<file path="src/rtl/halfip_rf_seq.sv">
// halfip_rf_seq: sequencer for the 16x32 half-pel interpolation register file.
// Loads 16 reference words into entries 0..15, then issues dual-port read pairs
// to the half-pel filter under a valid/ready pair handshake.
//
// Optional feature macro: HALFIP_VERT_EN
//   defined   -> mode honoured; mode=1 reads vertical pairs (k, k+4), 12 pairs
//   undefined -> mode ignored; horizontal pairs (k, k+1), 15 pairs
//
// Ports:
//   clk, rst        clock, asynchronous active-low reset
//   start, mode     begin a block (IDLE only); pair orientation latched at start
//   s_data/valid    upstream reference stream; s_ready high only while loading
//   rf_ip, rf_sel_i, rf_wr           register-file write port
//   rf_rd, rf_sel_o1, rf_sel_o2      register-file read-pair port
//   rf_en           rf_wr | rf_rd
//   pair_valid/ready/idx             pair handshake towards the filter
//   busy, done      activity flag and one-cycle completion pulse

module halfip_rf_seq #(
    parameter int DATA_W = 32
) (
    input  logic              clk,
    input  logic              rst,
    input  logic              start,
    input  logic              mode,
    input  logic [DATA_W-1:0] s_data,
    input  logic              s_valid,
    output logic              s_ready,
    output logic [DATA_W-1:0] rf_ip,
    output logic [3:0]        rf_sel_i,
    output logic              rf_wr,
    output logic              rf_rd,
    output logic [3:0]        rf_sel_o1,
    output logic [3:0]        rf_sel_o2,
    output logic              rf_en,
    output logic              pair_valid,
    input  logic              pair_ready,
    output logic [3:0]        pair_idx,
    output logic              busy,
    output logic              done
);

    typedef enum logic [1:0] {
        IDLE,
        LOAD,
        READ,
        DONE
    } state_t;

    state_t     state_q, state_d;
    logic [3:0] wc_q, wc_d;
    logic [3:0] rc_q, rc_d;
    logic [3:0] o2_q, o2_d;
    logic       pv_q, pv_d;
    logic [3:0] idx_q, idx_d;
    logic       busy_q, busy_d;
    logic       done_q, done_d;

    logic [3:0] n_pairs;
    logic [3:0] step;
    logic [3:0] start_step;

`ifdef HALFIP_VERT_EN
    logic mode_q, mode_d;

    assign n_pairs    = mode_q ? 4'd12 : 4'd15;
    assign step       = mode_q ? 4'd4 : 4'd1;
    assign start_step = mode ? 4'd4 : 4'd1;
`else
    logic unused_mode;

    assign unused_mode = mode;
    assign n_pairs     = 4'd15;
    assign step        = 4'd1;
    assign start_step  = 4'd1;
`endif

    always_comb begin
        state_d = state_q;
        wc_d    = wc_q;
        rc_d    = rc_q;
        o2_d    = o2_q;
        pv_d    = pv_q;
        idx_d   = idx_q;
`ifdef HALFIP_VERT_EN
        mode_d  = mode_q;
`endif
        s_ready = 1'b0;
        rf_wr   = 1'b0;
        rf_rd   = 1'b0;

        unique case (state_q)
            IDLE: begin
                if (start) begin
                    state_d = LOAD;
                    wc_d    = 4'd0;
                    rc_d    = 4'd0;
                    o2_d    = start_step;
`ifdef HALFIP_VERT_EN
                    mode_d  = mode;
`endif
                end
            end
            LOAD: begin
                s_ready = 1'b1;
                rf_wr   = s_valid;
                if (s_valid) begin
                    // wc holds at 15 so the write index never wraps
                    if (wc_q == 4'd15) begin
                        state_d = READ;
                    end else begin
                        wc_d = wc_q + 4'd1;
                    end
                end
            end
            READ: begin
                // an unaccepted pair blocks new reads so Op1/Op2 stay stable
                rf_rd = (rc_q < n_pairs) && (!pv_q || pair_ready);
                if (rf_rd) begin
                    rc_d  = rc_q + 4'd1;
                    o2_d  = rc_q + 4'd1 + step;
                    pv_d  = 1'b1;
                    idx_d = rc_q;
                end else if (pair_ready) begin
                    pv_d = 1'b0;
                end
                if (pv_q && pair_ready && (idx_q == n_pairs - 4'd1)) begin
                    state_d = DONE;
                end
            end
            DONE: begin
                state_d = IDLE;
            end
            default: begin
                state_d = IDLE;
            end
        endcase

        busy_d = (state_d != IDLE);
        done_d = (state_d == DONE);
    end

    always_ff @(posedge clk or negedge rst) begin
        if (!rst) begin
            state_q <= IDLE;
            wc_q    <= 4'd0;
            rc_q    <= 4'd0;
            o2_q    <= 4'd0;
            pv_q    <= 1'b0;
            idx_q   <= 4'd0;
            busy_q  <= 1'b0;
            done_q  <= 1'b0;
`ifdef HALFIP_VERT_EN
            mode_q  <= 1'b0;
`endif
        end else begin
            state_q <= state_d;
            wc_q    <= wc_d;
            rc_q    <= rc_d;
            o2_q    <= o2_d;
            pv_q    <= pv_d;
            idx_q   <= idx_d;
            busy_q  <= busy_d;
            done_q  <= done_d;
`ifdef HALFIP_VERT_EN
            mode_q  <= mode_d;
`endif
        end
    end

    assign rf_ip      = s_data;
    assign rf_sel_i   = wc_q;
    assign rf_sel_o1  = rc_q;
    assign rf_sel_o2  = o2_q;
    assign rf_en      = rf_wr | rf_rd;
    assign pair_valid = pv_q;
    assign pair_idx   = idx_q;
    assign busy       = busy_q;
    assign done       = done_q;

endmodule
</file>
<file path="config.mk">
export PLATFORM = sky130hd
export DESIGN_NAME = halfip_rf_seq
export DESIGN_NICKNAME = d
export VERILOG_FILES = /design/src/rtl/halfip_rf_seq.sv
export SDC_FILE = /design/constraint.sdc
export NUM_CORES = 1
export LEC_CHECK = 0
export CAP_MARGIN = 20
export CORE_MARGIN = 2
export CORE_UTILIZATION = 36
export DETAILED_ROUTE_END_ITERATION = 8
export GPL_TIMING_DRIVEN = 1
export PLACE_DENSITY = 0.81
export SKIP_LAST_GASP = 1
export SYNTH_ARGS = -nofsm -noshare
export SYNTH_HDL_FRONTEND = slang
export SYNTH_SLANG_ARGS = --single-unit
</file>
<file path="constraint.sdc">
create_clock -name clk -period 2.5 [get_ports clk]
set_clock_uncertainty 0.2 [all_clocks]
set_input_delay 0.5 -clock clk [delete_from_list [all_inputs] [get_ports clk]]
set_output_delay 0.5 -clock clk [all_outputs]
set_load 0.01 [all_outputs]
</file>
### After elaboration in Yosys (flattened, before gate mapping)

Index checks and enable logic that the tools add are counted.
W data, S select, Z words.

* add/sub/neg operators: 3
* order comparisons: 1
* equal/unequal tests: 10
* mux-type cells: 19
* bitwise gates (word level): 1
* reduce and logical (&&, ||, !) cells: 14

Operators with widths (count)
* $mux W4: 6
* $pmux W4 S2: 3
* $add A4 B1 Y4 const B: 3
* $eq A4 B4 Y1 const B: 2
* $mux W2: 4
* $ne A2 B2 Y1 const B: 4
* $pmux W2 S4: 1
* $reduce_bool A2 Y1: 4
* $eq A2 B2 Y1 const B: 3
* $mux W1: 5
* $lt A4 B4 Y1 const B: 1
* $reduce_and A2 Y1: 2
* $reduce_and A4 Y1: 1
* $logic_and A1 B1 Y1: 3
* $reduce_and A3 Y1: 1
* $eq A2 B1 Y1 const B: 1
* $logic_not A2 Y1: 1
* $logic_not A1 Y1: 1
* $logic_or A1 B1 Y1: 1
* $or A1 B1 Y1: 1

* bits in registers: 21
* logic and storage cells: 56

### Depth between registers and ports, before layout

Gate-level depths: netlist of the first run.

* depth in word-level cells: 5
* depth in mapped cells: 7
* mapped depth without buffers: 6

### Worst setup path before layout of the first run

No wires, ideal clock.

* kind: reg2out
* start: register rc_q[1] (netlist: rf_sel_o1[1])
* end: output rf_en
* data arrival time: 1.290 ns
* required time: 1.800 ns
* path slack: 0.510 ns
* cell stages (with the launch flop): 7
* buffers on the path: 2
* path through: dfrtp_1 -> ha_1 -> buf_2 -> nand3_1 -> nand3_4 -> buf_4 -> nand2_1

* longest elaborated chain between the ends: 4

RTL lines
* from (decl): RTL line 52 `logic [3:0] rc_q, rc_d;`
* from (signal assigned): RTL line 159 `rc_q <= rc_d;`
* $lt A4 B4 Y1: RTL line 118 `rf_rd = (rc_q < n_pairs) && (!pv_q || pair_ready);`
* $logic_and A1 B1 Y1: RTL line 118
* $mux W1: RTL line 92 `unique case (state_q)`
* $or A1 B1 Y1: RTL line 175 `assign rf_en = rf_wr | rf_rd;`
* to (decl): RTL line 35 `output logic rf_en,`

No other way between the ends.

### Worst setup path after layout of the first run

* start: register state_q[1]
* end: output rf_en

* longest elaborated chain between the ends: 3

RTL lines
* from (decl): RTL line 50 `state_t state_q, state_d;`
* from (signal assigned): RTL line 157 `state_q <= state_d;`
* $eq A2 B1 Y1 / $eq A2 B2 Y1 (equally long branches): RTL line 92
* $mux W1: RTL line 92
* $or A1 B1 Y1 *: RTL line 175

Every way passes the cells marked *; elsewhere a longest branch is shown, timed or not.

==> results.tsv, run 1 <==
stage	metric	value	unit
sta	min_period_over_period	0.951	
finish	fin_nets	189	
sta	period_minus_slack	2.38	ns
setup_path	critPathKind	register to output port	
setup_path	cpPeakStageDelay	0.52	ns
setup_path	crit_chain	and2b_4 > nand3_4 > nand2_1 > clkdlybuf4s50_1	
setup_path	crit_fanout	8	
finish	stdcell_area	1570	µm²
synth	syn-num-nets	186	
sta	hold_viol	0	
detailed_routing	dr.pass1.iters	4	
synth	ys_top_cells_by_count	buf_4 (33), dfrtp_1 (21), nand2_1 (16)	
setup_path	r2r_start	rf_sel_o1[0]	
synth	synth_cell_types	41	
placement	port-buffer-count	27	
global_routing	first_global_vias	912	
synth	synth.most_common_cell	buf_4	
setup_path	crit_required	1.80	ns
sta	fmax	0.420	GHz
min_path	hold_class	register to register	
synth	ys_seq_area_frac	0.379	
detailed_routing	vias	935	
global_routing	antenna_found_initial	0	
pwr	clkPwrFrac	0.199	
synth	synthFlopType	dfrtp_1	
setup_path	worstPathArrival	1.68	ns
pwr	vdd_ir_drop_max	0.195	mV
synth	syn_area_per_cell	9.57	µm²
detailed_routing	wl_per_cell	13.2	µm
synth	synth_top_area_frac	0.379	
placement	dpl_cell_area	1510	µm²
synth	netlist.top_cell.by_area	dfrtp_1	
pwr	p_total	0.00112	W
finish	diodes	0	
placement	hpwl	1820	µm
clock_tree	cts_buffers	3	
setup_path	critPathLaunchType	register	
floorplan	start_util	0.376	
min_path	worstHoldPathCells	1	
global_routing	overflow	0	
setup_path	reg2reg_slack	0.40	ns
synth	synthArstFlopShare	1.00	
min_path	hold_path_end	done	
synth	synth_edf_count	0	
status	outcome	complete, no violations	
setup_path	end_kind	output port	
detailed_routing	drc	0	
setup_path	critPathSlowestCell	clkdlybuf4s50_1	
floorplan	ioPinCount	93	
clock_tree	worstSkewPairLatency	0.26	ns
detailed_routing	viasPerCell	4.79	
floorplan	dieArea	4370	µm²
sta	maxSlewHeadroom	0.711	
synth	netlist_area	1390	µm²
sta	fin_hold_ws	0.312	ns
pwr	p_seq_frac	0.422	
finish	drive_gt1_frac	0.170	
clock_tree	cts_hold_buf	0	
detailed_routing	drtIter0Drc	28	
detailed_routing	drt-total-wl	2580	µm
clock_tree	clk_path_buf_depth	2	
clock_tree	h-tree-depth	1	
synth	synthTopCellsByArea	dfrtp_1 (38%), buf_4 (18%), nand2_1 (4.3%)	
synth	yosysWarnings	0	
sta	tightest_slew	0.428	ns
sta	finalSetupViolCount	0	
floorplan	rows	22	
setup_path	reg2reg_to	rf_sel_o2[3]	
clock_tree	clkSinkCount	21	
floorplan	core	3690	µm²
clock_tree	cts_tree	yes	
detailed_routing	final_antenna_net_count	0	
pwr	power_frac_comb	0.379	
pwr	p_int	0.000762	W
finish	fin_cells	195	
clock_tree	clk_pin_slew	0.07	ns
clock_tree	cts_root_buf	clkbuf_8	
pwr	switching_power	0.000357	W
job	max_cap_violations	0	
floorplan	dieWidth	66.1	µm
global_routing	grt_max_degree	22	
placement	dp_cells	191	
pwr	leakagePower	0.729	nW
synth	synth_cells	145	
sta	drv_slew	0	
pwr	cellPowerDensity	712	nW/µm²
global_routing	grt_pass1_wl	4330	µm
global_routing	grt.total_usage	0.132	
synth	synth-seq-cells	21	
pwr	switching_share	0.319	
floorplan	die_h	66.1	µm
placement	place.gp.congestion	0.784	
finish	area_delta_synth_final	13.3	%
setup_path	r2r.worst_path.cells	6	
min_path	hold_path.startpoint	pair_idx[0]	
## metrics by stage
step	setup TNS (ns)	worst slack, ns	util
3_5_place_dp	-0.263	-0.132	0.409
6_report	0	0.121	0.426
4_1_cts	0	0.0391	0.424
3_3_place_gp	-0.246	-0.133	0.409
2_1_floorplan	0	0.510	-
5_1_grt	-0.00191	-0.00191	0.426
## placed cells by master, fill, tap and decap left out, types with 2 or more instances in the layout
cell type	instances
clkdlybuf4s50_1	24
dlygate4sd2_1	2
nor2_1	3
o21bai_1	2
ha_1	2
dfrtp_1	21
and2_1	2
a21boi_0	2
xnor2_1	2
nand3_1	9
nor3_1	2
buf_4	10
o22a_1	2
nand2_1	16
clkbuf_8	3
and3_1	2
xor2_1	3
o211ai_1	2
o21ai_1	7
inv_1	3
a21o_1	3
nor2b_1	2
## power groups by stage
stage                     registers [W]  clock network [W]  logic, W
after detailed placement       0.000475                  0  0.000426
after floorplan                0.000497                  0  0.000251
final                          0.000472           0.000223  0.000425
after global placement         0.000473                  0  0.000419
after CTS                      0.000471           0.000233  0.000432
after global routing           0.000483           0.000247  0.000471
## flip-flops by register name, indices dropped and copies added (netlist names)
| register | count |
|---|---|
| state_q | 2 |
| rf_sel_o2 | 4 |
| pair_valid | 1 |
| done | 1 |
| rf_sel_i | 4 |
| pair_idx | 4 |
| busy | 1 |
| rf_sel_o1 | 4 |
## routing by layer
| layer | up-vias | track usage | wire (µm) |
|---|---|---|---|
| met5 | - | 0 | 0 |
| met3 | 5 | 0.0511 | 157 |
| met4 | 0 | 0.0689 | 55 |
| met2 | 25 | 0.204 | 1210 |
| li1 | 465 | - | - |
| met1 | 440 | 0.159 | 1150 |
## worst max-delay path by stage
| stage | end | cells after the start | from |
|---|---|---|---|
| 2_1_floorplan | rf_en | 6 | rf_sel_o1[1] |
| 3_3_place_gp | rf_rd | 5 | pair_ready |
| 3_5_place_dp | rf_rd | 5 | pair_ready |
| 4_1_cts | rf_en | 4 | s_valid |
| 5_1_grt | rf_en | 4 | state_q[1] |
| 6_report | rf_en | 4 | state_q[1] |
## area by class of cell
type                       count  area [µm²]
clock buffer                   3        41.3
clock inverter                 1        5.00
fill                         370        2120
inverter                       4        15.0
multi-input combinational     81         581
sequential                    21         526
tap                           48        60.1
timing repair buffer          37         345
## timing repair
| action | in CTS | in global routing |
|---|---|---|
| buffers inserted | 0 | 0 |
| gates resized for setup | 4 | 3 |
| endpoints found under the setup margin | 2 | 1 |
## critical path, delay by kind of cell, from the launching register on
kind          cells  cell delay (ns)
simple gates      3             0.43
buf+inv           1             0.52
flops             1             0.46
## cells by family after synthesis
| group | count (synthesis) | synth area share |
|---|---|---|
| xor gates and xnor gates | 5 | 0.0316 |
| muxes | 1 | 0.00811 |
| and+or+nand+nor | 48 | 0.216 |
| DFF | 21 | 0.379 |
| buffers and inverters | 43 | 0.215 |
| AOI/OAI and AO/OA | 24 | 0.124 |
| adders and majority gates | 3 | 0.0271 |
Note: power is estimated with default switching activity, not from simulation.
==> run 2, diff against run 1 <==
--- a/config.mk
+++ b/config.mk
@@ -6,9 +6,10 @@
 export NUM_CORES = 1
 export LEC_CHECK = 0
 export CAP_MARGIN = 20
-export CORE_MARGIN = 2
+export CORE_MARGIN = 5
 export CORE_UTILIZATION = 36
 export DETAILED_ROUTE_END_ITERATION = 8
+export GPL_ROUTABILITY_DRIVEN = 0
 export GPL_TIMING_DRIVEN = 1
 export PLACE_DENSITY = 0.81
 export SKIP_LAST_GASP = 1
==> run 2 against run 1 <==
Die area increased by 19%. Highest routed layer unchanged. Via count increased by 3.3%. Register-to-register slack better by 0.07 ns.
==> results.tsv, run 2 (same netlist as run 1, synthesis figures left out) <==
stage	metric	value	unit	change
floorplan	ioPinCount	93		unchanged
setup_path	cpPeakStageDelay	0.54	ns	+0.02 ns
finish	fin_nets	189		unchanged
setup_path	end_kind	output port		
clock_tree	clk_path_buf_depth	2		unchanged
clock_tree	clkSinkCount	21		unchanged
finish	area_delta_synth_final	12.4	%	
sta	fmax	0.412	GHz	-2.1%
detailed_routing	drtIter0Drc	60		+110%
global_routing	grt_pass1_wl	4620	µm	+6.7%
setup_path	reg2reg_slack	0.47	ns	+0.07 ns
global_routing	antenna_found_initial	0		unchanged
job	max_cap_violations	0		unchanged
setup_path	worstPathArrival	1.73	ns	+0.05 ns
pwr	vdd_ir_drop_max	0.172	mV	-12%
sta	period_minus_slack	2.43	ns	+0.0501 ns
sta	tightest_slew	0.393	ns	-0.0344 ns
detailed_routing	viasPerCell	4.95		+3.3%
clock_tree	cts_root_buf	clkbuf_8		
min_path	hold_class	register to register		
setup_path	reg2reg_to	rf_sel_o2[3]		
sta	maxSlewHeadroom	0.734		+0.0233
detailed_routing	vias	966		+3.3%
clock_tree	cts_tree	yes		
floorplan	core	3690	µm²	unchanged
detailed_routing	drc	0		unchanged
clock_tree	cts_buffers	3		unchanged
setup_path	critPathSlowestCell	clkdlybuf4s50_1		
global_routing	grt_max_degree	22		unchanged
setup_path	critPathKind	input pin to output port		
min_path	hold_path.startpoint	pair_idx[0]		
detailed_routing	final_antenna_net_count	0		unchanged
finish	layout_common_cells	clkdlybuf4s50_1 (25), dfrtp_1 (21), nand2_1 (16), nand3_1 (10), buf_4 (10)		
setup_path	crit_fanout	5		-3
global_routing	overflow	0		unchanged
detailed_routing	dr.pass1.iters	4		unchanged
sta	hold_viol	0		unchanged
pwr	cellPowerDensity	712	nW/µm²	about the same
finish	fill_cells	382		+3.2%
sta	finalSetupViolCount	0		unchanged
setup_path	r2r.worst_path.cells	6		unchanged
finish	post-route-util	0.423		-0.00339
floorplan	dieArea	5200	µm²	+19%
min_path	worstHoldPathCells	1		unchanged
detailed_routing	drt-total-wl	2600	µm	+0.81%
sta	drv_slew	0		unchanged
finish	final_common_cell	clkdlybuf4s50_1		
status	outcome	complete, no violations		
setup_path	crit_chain	clkdlybuf4s50_1 > nand3b_4 > inv_1 > clkdlybuf4s50_1		
clock_tree	worstSkewPairLatency	0.26	ns	about the same
floorplan	start_util	0.376		unchanged
floorplan	rows	22		unchanged
setup_path	critPathLaunchType	input pin		
floorplan	dieWidth	72.1	µm	+9.1%
clock_tree	h-tree-depth	1		unchanged
pwr	p_total	0.00111	W	-0.73%
setup_path	r2r_start	rf_sel_o1[0]		
global_routing	first_global_vias	986		+8.1%
detailed_routing	wl_per_cell	13.3	µm	+0.81%
setup_path	cp_common_cell	clkdlybuf4s50_1		
placement	port-buffer-count	27		unchanged
placement	hpwl	1990	µm	+9.4%
floorplan	die_h	72.1	µm	+9.1%
sta	min_period_over_period	0.972		+0.0201
min_path	hold_path_end	done		
finish	diodes	0		unchanged
pwr	leakagePower	0.722	nW	-0.90%
clock_tree	clk_pin_slew	0.07	ns	about the same
finish	drive_gt1_frac	0.150		-0.0204
global_routing	grt.total_usage	0.112		-0.0199
sta	rsz0062_at_grt	false		
setup_path	crit_required	1.80	ns	about the same
-- run 2: cell type report --
cell class                      count  area [µm²]  share of cell area
Tap cell                           48        60.1              0.0385
Sequential cell                    21         526               0.337
Timing Repair Buffer               37         343               0.220
Clock buffer                        4        45.0              0.0289
Multi-Input combinational cell     81         572               0.366
Inverter                            4        15.0             0.00962
-- run 2: how the worst max path moves through the flow --
| stage | startpoint | endpoint | slack, ns | cells after the start |
|---|---|---|---|---|
| after global routing | s_valid | rf_wr | 0.02 | 4 |
| after detailed placement | pair_ready | rf_rd | -0.13 | 5 |
| after floorplan | rf_sel_o1[1] | rf_en | 0.51 | 6 |
| after global placement | pair_ready | rf_rd | -0.14 | 5 |
| after CTS | s_valid | rf_wr | 0.06 | 4 |
| final | s_valid | rf_wr | 0.07 | 4 |
-- run 2: where the power goes --
group	total, W	switching (W)	internal (W)
clock network	0.000217	0.000104	0.000113
registers	0.000469	0.0000616	0.000408
logic	0.000425	0.000184	0.000241
total	0.00111	0.000349	0.000762
-- run 2: routing by layer --
metal	track usage	share of wire	up-vias
li1	-	-	465
met1	0.137	0.42	465
met2	0.181	0.50	34
met3	0.0332	0.078	2
met4	0.0543	0.0065	0
met5	0	0	-
-- run 2: timing repair --
| action | in CTS | in global routing |
|---|---|---|
| buffers inserted | 0 | 0 |
| gates resized for setup | 3 | 0 |
| setup endpoints to repair | 2 | 0 |
| hold buffers | 0 | 0 |
-- run 2: through the flow --
stage | area [µm²] | TNS, ns | instances | hold WS, ns | worst slack, ns
2_1_floorplan | 1390 | 0 | 145 | 0.00441 | 0.510
5_1_grt | 1560 | 0 | 195 | 0.342 | 0.0190
6_report | 1560 | 0 | 195 | 0.305 | 0.0711
3_3_place_gp | 1510 | -0.255 | 191 | 0.291 | -0.135
3_5_place_dp | 1510 | -0.249 | 191 | 0.300 | -0.129
4_1_cts | 1560 | 0 | 195 | 0.313 | 0.0638
-- run 2: critical path, delay by kind of cell --
kind | cells | cell delay [ns]
buffers and inverters | 3 | 1.12
and+or+nand+nor | 1 | 0.11
==> run 3, diff against run 2 <==
--- a/config.mk
+++ b/config.mk
@@ -11,7 +11,8 @@
 export DETAILED_ROUTE_END_ITERATION = 8
 export GPL_ROUTABILITY_DRIVEN = 0
 export GPL_TIMING_DRIVEN = 1
-export PLACE_DENSITY = 0.81
+export PLACE_DENSITY = 0.79
+export RECOVER_POWER = 25
 export SKIP_LAST_GASP = 1
 export SYNTH_ARGS = -nofsm -noshare
 export SYNTH_HDL_FRONTEND = slang
==> run 3 against run 2 <==
Sequential power rose by 1%. Fmax about the same. Via count shrank 5.3%. Die area unchanged. First-iteration DRC count fell by 38%.
==> results.tsv, run 3 (same netlist as run 1, synthesis figures left out) <==
stage	metric	value	unit	change
floorplan	die_h	72.1	µm	unchanged
setup_path	crit_fanout	3		-2
sta	rsz0062_at_grt	false		
setup_path	critPathLaunchType	input pin		
detailed_routing	dr.pass1.iters	4		unchanged
clock_tree	cts_tree	yes		
floorplan	ioPinCount	93		unchanged
detailed_routing	met3_length	286	µm	+40%
placement	port-buffer-count	27		unchanged
global_routing	grt_max_degree	22		unchanged
sta	tightest_slew	1.17	ns	+0.779 ns
global_routing	first_global_vias	979		-0.71%
detailed_routing	drt-total-wl	2760	µm	+6.3%
detailed_routing	viasPerCell	4.64		-6.2%
global_routing	antenna_found_initial	0		unchanged
clock_tree	post_cts_buffers	0		unchanged
sta	drv_slew	0		unchanged
job	max_cap_violations	0		unchanged
detailed_routing	final_antenna_net_count	0		unchanged
detailed_routing	wl_per_cell	14.0	µm	+5.2%
detailed_routing	drc	0		unchanged
sta	fin_hold_ws	0.306	ns	+0.000357 ns
pwr	vdd_ir_drop_max	0.209	mV	+21%
clock_tree	cts_buffers	3		unchanged
finish	post-route-util	0.426		+0.00305
detailed_routing	route.met2.wl	1260	µm	-2.6%
min_path	hold_class	register to register		
pwr	cellPowerDensity	722	nW/µm²	+1.3%
finish	drive_gt1_frac	0.154		+0.00470
floorplan	start_util	0.376		unchanged
placement	hpwl	2080	µm	+4.6%
floorplan	core	3690	µm²	unchanged
global_routing	overflow	0		unchanged
setup_path	crit_required	1.80	ns	about the same
finish	final_common_cell	clkdlybuf4s50_1		
sta	hold_viol	0		unchanged
min_path	worstHoldPathCells	1		unchanged
detailed_routing	drtIter0Drc	37		-38%
sta	period_minus_slack	2.43	ns	-0.00140 ns
sta	maxSlewHeadroom	0.218		-0.516
finish	layout_common_cells	clkdlybuf4s50_1 (24), dfrtp_1 (21), nand2_1 (16), buf_4 (11), nand3_1 (10)		
floorplan	dieArea	5200	µm²	unchanged
pwr	leakagePower	0.728	nW	+0.77%
sta	fmax	0.412	GHz	about the same
setup_path	critPathKind	input pin to output port		
finish	fin_cells	197		+1.0%
finish	fin_nets	191		+1.1%
clock_tree	clkSinkCount	21		unchanged
finish	area_delta_synth_final	13.3	%	
finish	diodes	0		unchanged
floorplan	dieWidth	72.1	µm	unchanged
clock_tree	clk_path_buf_depth	2		unchanged
sta	min_period_over_period	0.971		about the same
placement	dpl_cell_area	1530	µm²	+0.99%
detailed_routing	vias	915		-5.3%
floorplan	rows	22		unchanged
global_routing	grt.total_usage	0.114		+0.00170
clock_tree	clk_pin_slew	0.07	ns	about the same
global_routing	grt_pass1_wl	4570	µm	-1.1%
placement	dp_cells	193		+1.0%
setup_path	r2r.worst_path.cells	7		+1
sta	finalSetupViolCount	0		unchanged
setup_path	worstPathArrival	1.73	ns	about the same
clock_tree	h-tree-depth	1		unchanged
finish	stdcell_area	1570	µm²	+0.72%
detailed_routing	top_layer	met4		
status	outcome	complete, no violations		
clock_tree	worstSkewPairLatency	0.27	ns	about the same
clock_tree	cts_root_buf	clkbuf_8		
setup_path	end_kind	output port		
detailed_routing	drt-met1-wl	1140	µm	+5.1%
run 3: worst paths after layout:
kind,from,end,slack (ns)
worst max-delay path,s_valid,rf_wr,0.07
worst min-delay path,pair_idx[0],done,0.31
worst max register to register,rf_sel_o1[0],rf_sel_o2[3],0.45
worst min register to register,pair_idx[0],done,0.31
max in group asynchronous,rst,pair_valid,0.62
min in group asynchronous,rst,rf_sel_i[3],0.79
run 3: routing by layer:
layer / global-route usage / up-vias
li1: - / 470
met1: 0.130 / 406
met2: 0.174 / 32
met3: 0.0471 / 7
met4: 0.0772 / 0
met5: 0 / -
run 3: repair_timing:
item                       CTS  global route
setup endpoints to repair    2             0
gates resized for setup      3             0
hold buffers                 0             0
run 3: area by class of cell:
class / instances / area, µm²
inverters: 4 / 15.0
clock buffers: 4 / 45.0
multi-input cells: 81 / 572
repair buffers: 39 / 354
fillers: 367 / 2120
flip-flops and latches: 21 / 526
well taps: 48 / 60.1
run 3: worst max-delay path, stage by stage:
cell	delay [ns]
clkdlybuf4s50_1	0.54
nand3b_4	0.11
inv_1	0.06
clkdlybuf4s50_1	0.52
run 3: stage by stage:
step	TNS, ns	setup slack (ns)	total power, W
floorplan	0	0.510	0.000748
global placement	-0.258	-0.133	0.000903
detailed placement	-0.287	-0.149	0.000918
CTS	0	0.0740	0.00115
global route	0	0.0401	0.00121
finish	0	0.0725	0.00113
run 3: power breakdown:
part | leakage (nW) | internal, W | switching, W
clock | 0.0228 | 0.000114 | 0.000114
sequential | 0.271 | 0.000408 | 0.0000678
combinational | 0.434 | 0.000244 | 0.000187
==> patch 1 (flow settings as in run 3) <==
Take the reset off `wc_q` and load it in a clocked block of its own.
--- a/src/rtl/halfip_rf_seq.sv
+++ b/src/rtl/halfip_rf_seq.sv
@@ -144,5 +144,4 @@
         if (!rst) begin
             state_q <= IDLE;
-            wc_q    <= 4'd0;
             rc_q    <= 4'd0;
             o2_q    <= 4'd0;
@@ -156,5 +155,4 @@
         end else begin
             state_q <= state_d;
-            wc_q    <= wc_d;
             rc_q    <= rc_d;
             o2_q    <= o2_d;
@@ -167,4 +165,8 @@
 `endif
         end
+    end
+
+    always_ff @(posedge clk) begin
+        wc_q <= wc_d;
     end
 
Behaviour: differs if rst is asserted again (counterexample within 4 cycles, from zero or initial values and one cycle with rst low); with rst held inactive, the same outputs for 10 cycles.
==> patch 1 against run 3 <==
- final area decreased by 5.7%
- area after synthesis decreased by 8.2%
- sequential share of layout area increased by 3.4 points
- wire length decreased by 1.2%
- critical path type unchanged
- setup slack got worse by 0.0081 ns
- utilization increased by 1.1 points
- power increased by 37%
- worst hold slack about the same
- sequential cell count unchanged
- global-route usage decreased by 0.18 points
- highest routed layer unchanged
==> patch 1: results (changes against run 3) <==
.. list-table::
   :header-rows: 1

   * - Metric
     - Value
   * - Pin count of the biggest net entering global routing
     - 18 (-18%)
   * - Mean post-synth cell area
     - 9.37 sq um (-2.1%)
   * - First-pass GRT wire length
     - 4.35 mm (-5.0%)
   * - P_leak
     - 0.660 nW (-9.3%)
   * - Net count of the finished layout
     - 187 (-2.1%)
   * - WL/cell
     - 14.3 microns (+1.9%)
   * - Number of design-rule violations left by the first detailed-router iteration
     - 48 (+30%)
   * - Clock transition at path regs
     - 0.11 ns (+0.04 ns)
   * - WL final
     - 2.73 mm (-1.2%)
   * - Clock root buffer master
     - sky130_fd_sc_hd__clkbuf_4
   * - Seq pwr share
     - 0.396 (-0.023)
   * - Worst setup path startpoint
     - pair_ready
   * - Worst Max-Slew Pin Slew
     - 0.895 ns (-0.277 ns)
   * - Part of the Yosys area used for sequential elements
     - 0.428 (+0.0496)
   * - Vias in the first global route
     - 958 (-2.1%)
   * - Initial antenna violation count
     - 0 (unchanged)
   * - Largest cells by area after synthesis
     - sky130_fd_sc_hd__dfrtp_1 (33%), sky130_fd_sc_hd__buf_4 (19%), sky130_fd_sc_hd__edfxtp_1 (9.4%), sky130_fd_sc_hd__nand3_1 (4.7%), sky130_fd_sc_hd__nand2_1 (3.8%)
   * - Post CTS Setup Buffer Count
     - 2 (+2)
   * - Pre-Repair DR Iteration Count
     - 6 (+2)
   * - Cell total after placement
     - 183 (-5.2%)
   * - Compound-cell area share of the yosys netlist
     - 0.0943 (-0.0292)
   * - Gr usage total
     - 0.112 (-0.00182)
   * - Commonest cells in the netlist
     - sky130_fd_sc_hd__buf_4 (32), sky130_fd_sc_hd__dfrtp_1 (17), sky130_fd_sc_hd__nand2_1 (13)
   * - Xor/xnor cell area share of the yosys netlist
     - 0.0344 (+0.00282)
   * - Worst slack at placement
     - -0.165 ns (-0.0157 ns)
   * - Synth async-reset ratio
     - 0.810 (-0.190)
   * - Launch instance of the worst min-delay path
     - rf_sel_o2[3]
   * - Clock network fraction of design power
     - 0.107 (-0.094)
   * - Ratio of cells with drive above 1 in the final layout
     - 0.166 (+0.0112)
   * - Crit path largest cell delay
     - 0.43 ns (-0.11 ns)
   * - Count of different cell masters after synthesis
     - 37 (-9.8%)
   * - DP Wirelength
     - 1.93 mm (-7.2%)
   * - Startpoint of the worst-slack reg-to-reg timing path
     - rf_sel_i[0]
   * - Count of flip-flops with a built-in enable after synthesis
     - 4 (+4)
   * - Largest voltage drop on the vdd net
     - 0.000244 V (+17%)
   * - Resized Gates After CTS
     - 2 (-1)
   * - Average via count per standard cell
     - 5.05 (+8.8%)
   * - Outcome
     - completed
   * - Worst skew pair latency
     - 0.31 ns (+0.04 ns)
   * - Post-synthesis share of cell area spent on full adders, half adders and majority gates
     - 0.0295 (+0.00242)
   * - Post-synthesis mux area share
     - 0 (-0.00812)
   * - CTS Buf Count
     - 3 (unchanged)
==> patch 1: changes by cell type in the layout (fill, tap and decap cells not counted), moves of 3 or more <==
cell / change
sky130_fd_sc_hd__clkbuf_4: +3
sky130_fd_sc_hd__a21o_1: -3
sky130_fd_sc_hd__edfxtp_1: +4
sky130_fd_sc_hd__buf_4: +3
sky130_fd_sc_hd__nand2_1: -3
sky130_fd_sc_hd__dfrtp_1: -5
sky130_fd_sc_hd__clkbuf_8: -3
sky130_fd_sc_hd__o21ai_1: -3
==> patch 1: cell type report <==
cell class	instances	area (sq um)
fill	293	1910
multi-input combinational	73	453
clock buffer	3	22.5
tap	46	57.6
timing repair buffer	42	379
inverter	5	18.8
sequential	21	547
clock inverter	1	5.00
==> patch 1: metal layers <==
layer,up-vias,GRT usage,routed length (microns)
met5,-,0,0
met4,0,0.0629,47
met1,468,0.121,1070
met3,6,0.0333,209
li1,448,-,-
met2,43,0.194,1400
==> patch 1: path summary, 6_finish.rpt <==
kind | depth (start not counted) | slack (ns) | end
worst max-delay path | 6 | 0.06 | rf_en
worst min-delay path | 2 | 0.31 | rf_sel_o2[3]
worst max register to register | 4 | 0.48 | rf_sel_i[2]
worst min register to register | 2 | 0.31 | rf_sel_o2[3]
max in group asynchronous | 2 | 0.88 | state_q[0]
min in group asynchronous | 2 | 0.61 | rf_sel_o2[1]
==> patch 1: stage by stage <==
stage                     utilization  total power [W]  instance area [sq um]  hold WS, ns
after global placement          0.419          0.00133                   1420        0.283
after floorplan                     -          0.00103                   1270      0.00441
after CTS                       0.431          0.00154                   1460        0.313
after global routing            0.437          0.00166                   1480        0.349
after detailed placement        0.419          0.00136                   1420        0.289
final                           0.437          0.00156                   1480        0.306
==> patch 2 (flow settings as in run 3) <==
Made on the original files. Add a define of `HALFIP_VERT_EN`.
--- a/src/rtl/halfip_rf_seq.sv
+++ b/src/rtl/halfip_rf_seq.sv
@@ -16,4 +16,6 @@
 //   pair_valid/ready/idx             pair handshake towards the filter
 //   busy, done      activity flag and one-cycle completion pulse
+
+`define HALFIP_VERT_EN
 
 module halfip_rf_seq #(
Function: changed (Yosys sat finds a counterexample within 4 cycles, from zero or initial values and one cycle with rst low).
==> patch 2 against run 3 <==
- wire length increased by 4.9%
- final area grew 6.4%
- setup slack worse by 0.035 ns
- power is 46% higher
- sequential share of layout area decreased by 0.51 points
- utilization up 2.0 points
- area after synthesis up 2.1%
- sequential cell count up 1
- critical endpoint unchanged
==> patch 2: results (changes against run 3) <==
.. list-table::
   :header-rows: 1

   * - Metric
     - Value
   * - WL final
     - 2.90 mm (+4.9%)
   * - Worst R2R End
     - rf_sel_o2[2]
   * - Cell total after placement
     - 190 (-1.6%)
   * - Pwr Total
     - 0.00166 W (+46%)
   * - Non-Filler Cell Area, Final
     - 1670 sq um (+6.4%)
   * - Largest voltage drop on the vdd net
     - 0.000740 V (+250%)
   * - Number of buffers added on ports
     - 28 (+3.7%)
   * - Average via count per standard cell
     - 4.95 (+6.7%)
   * - Fraction of area in registers
     - 0.329 (-0.00505)
   * - Ratio of cells with drive above 1 in the final layout
     - 0.208 (+0.0537)
   * - Commonest cells in the netlist
     - sky130_fd_sc_hd__buf_4 (32), sky130_fd_sc_hd__dfrtp_1 (22), sky130_fd_sc_hd__nand2_1 (10)
   * - Placed cell areas
     - 1580 sq um (+3.7%)
   * - Met1 layer wirelength in the final routing
     - 1.24 mm (+8.9%)
   * - Part of the Yosys area used for sequential elements
     - 0.389 (+0.00997)
   * - Non-clock buffer count in the final layout
     - 41 (+5.1%)
   * - Pin count of the biggest net entering global routing
     - 23 (+4.5%)
   * - Worst Max-Slew Pin Slew
     - 1.17 ns (-0.000250 ns)
   * - Compound-cell area share of the yosys netlist
     - 0.124 (+0.000140)
   * - Crit path max fanout
     - 4 (+1)
   * - Vias in the first global route
     - 1032 (+5.4%)
   * - Outcome
     - completed
   * - Inverters
     - 7 (+3)
   * - Area taken by multi-input logic gates
     - 591 sq um (+3.3%)
   * - Clk_buf instances
     - 3 (-1)
   * - Worst EP arrival
     - 1.76 ns (+0.03 ns)
   * - First-pass GRT wire length
     - 4.87 mm (+6.5%)
   * - Seq pwr share
     - 0.344 (-0.075)
==> patch 2: cell types whose count changed in the layout (fill, tap and decap cells not counted), sizes merged, moves of 3 or more <==
cell	change
a21o	-3
o21ai	-3
mux2	+4
nand2	-6
a21oi	+3
nand3	-7
ha	+3
mux2i	+3
==> patch 2: through the flow <==
| stage | TNS, ns | worst slack [ns] |
|---|---|---|
| floorplan | 0 | 0.502 |
| global placement | -0.0130 | -0.0130 |
| detailed placement | -0.0597 | -0.0365 |
| CTS | 0 | 0.0163 |
| global route | -0.0113 | -0.0113 |
| finish | 0 | 0.0380 |
==> patch 2: how the worst max path moves through the flow <==
stage               slack (ns)  endpoint  cells after the start
finish                    0.04     rf_wr                      4
global route             -0.01     rf_wr                      4
CTS                       0.02     rf_wr                      4
detailed placement       -0.04     rf_en                      5
global placement         -0.01     rf_en                      5
floorplan                 0.50     rf_en                      5
